$ cat config.mk
export PLATFORM = sky130hd
export DESIGN_NAME = csa_final_cpa
export DESIGN_NICKNAME = d
export VERILOG_FILES = /design/src/rtl/csa_final_cpa.sv
export SDC_FILE = /design/constraint.sdc
export NUM_CORES = 1
export LEC_CHECK = 0
export ABC_AREA = 1
export CORE_MARGIN = 2
export CORE_UTILIZATION = 43
export DETAILED_ROUTE_END_ITERATION = 8
export GPL_ROUTABILITY_DRIVEN = 0
export PLACE_DENSITY = 0.75
export SYNTH_ARGS = -nofsm -noshare
export SYNTH_HDL_FRONTEND = slang
export SYNTH_SLANG_ARGS = --single-unit
$ cat constraint.sdc
create_clock -name clk -period 2.3 [get_ports clk]
set_clock_uncertainty 0.2 [all_clocks]
set_input_delay 0.23 -clock clk [delete_from_list [all_inputs] [get_ports clk]]
set_output_delay 0.23 -clock clk [all_outputs]
set_load 0.01 [all_outputs]
$ cat src/rtl/csa_final_cpa.sv
// Serial carry-propagate stage behind the last CSA row: resolves sum + (carry << 1)
// SLICE bits per cycle and appends the already-resolved low product bits.
module csa_final_cpa #(
    parameter int W     = 8,
    parameter int LO_W  = 8,
    parameter int SLICE = 2
) (
    input  logic                  clk,
    input  logic                  rst,
    input  logic                  in_valid,
    output logic                  in_ready,
    input  logic [W-1:0]          sum_in,
    input  logic [W-1:0]          carry_in,
    input  logic [LO_W-1:0]       lo_in,
    output logic                  out_valid,
    input  logic                  out_ready,
    output logic [W+2+LO_W-1:0]   prod_out,
    output logic                  busy
);

    localparam int N  = W + 2;
    localparam int NS = N / SLICE;
    localparam int IW = (NS > 1) ? $clog2(NS) : 1;
    localparam int BW = $clog2(N);

    generate
        if ((N % SLICE) != 0) begin : g_bad_slice
            $error("csa_final_cpa: (W+2) must be a multiple of SLICE");
        end
    endgenerate

    typedef enum logic [1:0] {
        IDLE,
        ADD,
        DONE
    } state_t;

    state_t          state_q, state_d;
    logic [IW-1:0]   idx_q, idx_d;
    logic            cy_q, cy_d;
    logic [N-1:0]    a_q, a_d;
    logic [N-1:0]    b_q, b_d;
    logic [N-1:0]    res_q, res_d;
    logic [LO_W-1:0] lo_q, lo_d;

    logic [SLICE:0]  slice_sum;
    logic [BW-1:0]   base;

    always_comb begin
        state_d   = state_q;
        idx_d     = idx_q;
        cy_d      = cy_q;
        a_d       = a_q;
        b_d       = b_q;
        res_d     = res_q;
        lo_d      = lo_q;
        slice_sum = '0;
        base      = BW'(int'(idx_q) * SLICE);

        case (state_q)
            IDLE: begin
                if (in_valid) begin
                    // Carry vector is stored pre-shifted so both operands share bit weights.
                    a_d     = {2'b00, sum_in};
                    b_d     = {1'b0, carry_in, 1'b0};
                    lo_d    = lo_in;
                    res_d   = '0;
                    idx_d   = '0;
                    cy_d    = 1'b0;
                    state_d = ADD;
                end
            end
            ADD: begin
                slice_sum = {1'b0, a_q[base +: SLICE]}
                          + {1'b0, b_q[base +: SLICE]}
                          + (SLICE+1)'(cy_q);
                res_d[base +: SLICE] = slice_sum[SLICE-1:0];
                cy_d  = slice_sum[SLICE];
                idx_d = idx_q + 1'b1;
                if (idx_q == IW'(NS - 1)) begin
                    state_d = DONE;
                end
            end
            DONE: begin
                if (out_ready) begin
                    state_d = IDLE;
                end
            end
            default: state_d = IDLE;
        endcase
    end

    always_ff @(posedge clk) begin
        if (rst) begin
            state_q <= IDLE;
            idx_q   <= '0;
            cy_q    <= 1'b0;
            a_q     <= '0;
            b_q     <= '0;
            res_q   <= '0;
            lo_q    <= '0;
        end else begin
            state_q <= state_d;
            idx_q   <= idx_d;
            cy_q    <= cy_d;
            a_q     <= a_d;
            b_q     <= b_d;
            res_q   <= res_d;
            lo_q    <= lo_d;
        end
    end

    assign in_ready  = (state_q == IDLE);
    assign out_valid = (state_q == DONE);
    assign busy      = (state_q != IDLE);
    assign prod_out  = {res_q, lo_q};

endmodule

==> qor.csv <==
metric,value,unit
vias in the first global route,1543,
register-to-register setup slack,0.08,ns
Max clock buf depth,2,
"Core Util, Final",61.9,%
Compound-Gate Fraction of Synth Area,14.1,%
Critical Path Source Type,register,
Initial DRC Count,62,
CTS clock-pin slew for the worst setup and hold paths,0.07,ns
post-layout total power,1.64,mW
Ys Warns,0,
Port Buffer Count,48,
Critical path buffers and inverters,3,
Finished Cell Area,2510,um^2
Non-Filler Instances,341,
power per standard cell area,654,nW/um^2
Register Area,806,um^2
"commonest non-fill, non-tap cells in the layout","59 x nor2_1, 48 x clkdlybuf4s50_1, 38 x dfxtp_1",
placed cell count,333,
RSZ-0062 raised after global routing,yes,
final wirelength,3750,um
Yosys cell types,30,
CP required,2.32,ns
Pre-antenna DRT Iters,4,
Post-Synth Adder-Cell Area,4.87,%
crit path kind,reg2reg,
mux share of post-synthesis cell area,0,%
Worst Tran Pin Value,0.251,ns
Syn Std Cell Area,1850,um^2
"commonest non-fill, non-tap cell in the layout",nor2_1,
peak supply drop,0.426,mV
Setup crit start,idx_q[0],
Avg Synthesized Cell Area,7.80,um^2
filler instances,374,
crit end category,register,
TritonCTS clock tree,built,
DRT antenna net count,0,
cell family with most CP delay,adder cells,
die area,4840,um^2
ant diodes,0,
post-layout minimum cycle time,2.22,ns
Post CTS Setup Buffer Count,0,
io pins,49,
R2R Path Start,idx_q[0],
Worst-Skew Late Latency,0.29,ns
Multi-input gate area,912,um^2
slowest stage cell on the critical path,fa_1,
post-place setup slack,-0.0765,ns
share of cells above drive strength 1,14.1,%
Fmax achieved,0.450,GHz
Leakage,0.939,nW
Layout area overhead,35.7,%
Worst R2R End,res_q[9],
Synth Register Bits,40,
largest family of logic cells by synthesized area,simple AND/OR/NAND/NOR gates,
Synth async-reset ratio,0,%
"slowest stage delay, CP",0.41,ns
htree depth,2,
Final setup viols,0,
Final Hold Viols,0,
CP max FO,8,
Max-Cap Viols,0,
total track usage,17.3,%
number of cells on the critical path,11,
"Seq/Total Area, Yosys",43.3,%
Area after DPL,2370,um^2
"most used cell, CP",inv_2,
Wirelength per Cell,11.0,um
fin crit share,96.6,%
Clock Sinks,40,
post-synthesis simple-gate area fraction,28.8,%
Worst Setup EP,res_q[9],
post-synthesis xor/xnor area fraction,0.474,%
Post-synth EDFFs,0,
num rows,23,
initial antenna violation count,0,
nets@finish,324,
drt drc,0,
Congestion Overflow GR,0,
cell count after synthesis,237,
Final Max Slew Viols,0,
total CTS buffers,5,
worst rel slew slack,83.2,%
core area,4060,um^2
Post-Syn Nets,271,
Chip Height,69.6,um
starting density of the core,45.6,%
ys flop type,dfxtp_1,
Worst Slack Setup Final,0.0789,ns
status,"complete, no violations",
arrival time of the worst setup path,2.24,ns
die width,69.6,um
largest net degree at the start of global routing,37,
worst hold path type,reg2reg,
first-pass GRT wire length,6800,um
post-DP HPWL,2660,um
crit-path cells,"buf_6, nor2_4, nor2_1, o21ai_1, a21oi_2, fa_2, inv_2, fa_1, inv_2, nand4_1, a21oi_1",
R2R depth,11,
DR vias/cell,4.93,
DR vias,1680,
Root Buffer,clkbuf_8,
metrics by stage:
stage,hold slack (ns),TNS (ns)
after detailed placement,0.273,-0.238
final,0.279,0
after floorplan,0.176,0
after global routing,0.303,-0.157
after CTS,0.284,0
after global placement,0.263,-0.0306
area by class of cell:
class	count	area share, %
well taps	50	2.49
clock inverters	2	1.40
multi-input cells	170	36.3
repair buffers	57	22.0
clock buffers	6	2.89
flip-flops and latches	40	32.1
inverters	16	2.79
worst reg2reg max path: cells and delay by family, from the launching register on:
kind | cells | cell delay (ns)
DFF | 1 | 0.38
and+or+nand+nor | 3 | 0.23
adders and majority gates | 2 | 0.75
buffers and inverters | 3 | 0.29
AOI/OAI and AO/OA | 3 | 0.31
Yosys cell counts (3+ instances only):
cell type  count  area [um^2]
nor2_1        60          225
o21ai_1       27          135
nand4_1        6         37.5
inv_1          9         33.8
dfxtp_1       40          801
buf_6          5         56.3
nand3_1       18         90.1
nor2_4         3         33.8
nand2_1       19         71.3
ha_1           4         50.1
inv_2          4         15.0
buf_2          3         15.0
a21oi_1       15         75.1
logic make-up after synthesis:
family	after synthesis
XOR/XNOR	1
buffers and inverters	27
adder cells (fa/ha/maj)	6
AND/OR/NAND/NOR	114
flip-flops	40
AO/OA/AOI/OAI	49
worst min path at each step:
| stage | from | to | depth (start not counted) |
|---|---|---|---|
| 3_5_place_dp | lo_q[4] | lo_q[4] | 2 |
| 5_1_grt | res_q[7] | res_q[7] | 2 |
| 3_3_place_gp | lo_q[2] | lo_q[2] | 2 |
| 4_1_cts | res_q[6] | res_q[6] | 2 |
| 6_report | res_q[6] | res_q[6] | 2 |
| 2_1_floorplan | carry_in[4] | b_q[5] | 2 |
layer usage:
metal	routed length (um)	track usage, %	part of all wire, %
met1	1690	21.5	45
met2	1800	28.3	48
met3	174	3.49	4.6
met4	85	8.93	2.3
met5	0	0	0
flip-flops by register name, indices dropped and copies added, names as in the netlist:
| name | cells |
|---|---|
| a_q | 8 |
| b_q | 8 |
| cy_q | 1 |
| idx_q | 3 |
| lo_q | 8 |
| res_q | 10 |
| state_q | 2 |
power breakdown:
group / switching [mW] / total, mW / internal (mW)
Clock: 0.234 / 0.555 / 0.322
Combinational: 0.170 / 0.321 / 0.151
Sequential: 0.0296 / 0.765 / 0.735
Total: 0.433 / 1.64 / 1.21
repair_timing:
action	CTS	global route
endpoints found under the hold margin	0	0
pin swaps	2	2
resized for setup	4	7
endpoints found under the setup margin	5	5
hold buffers	0	0
Power figures use the tool's default switching activity.
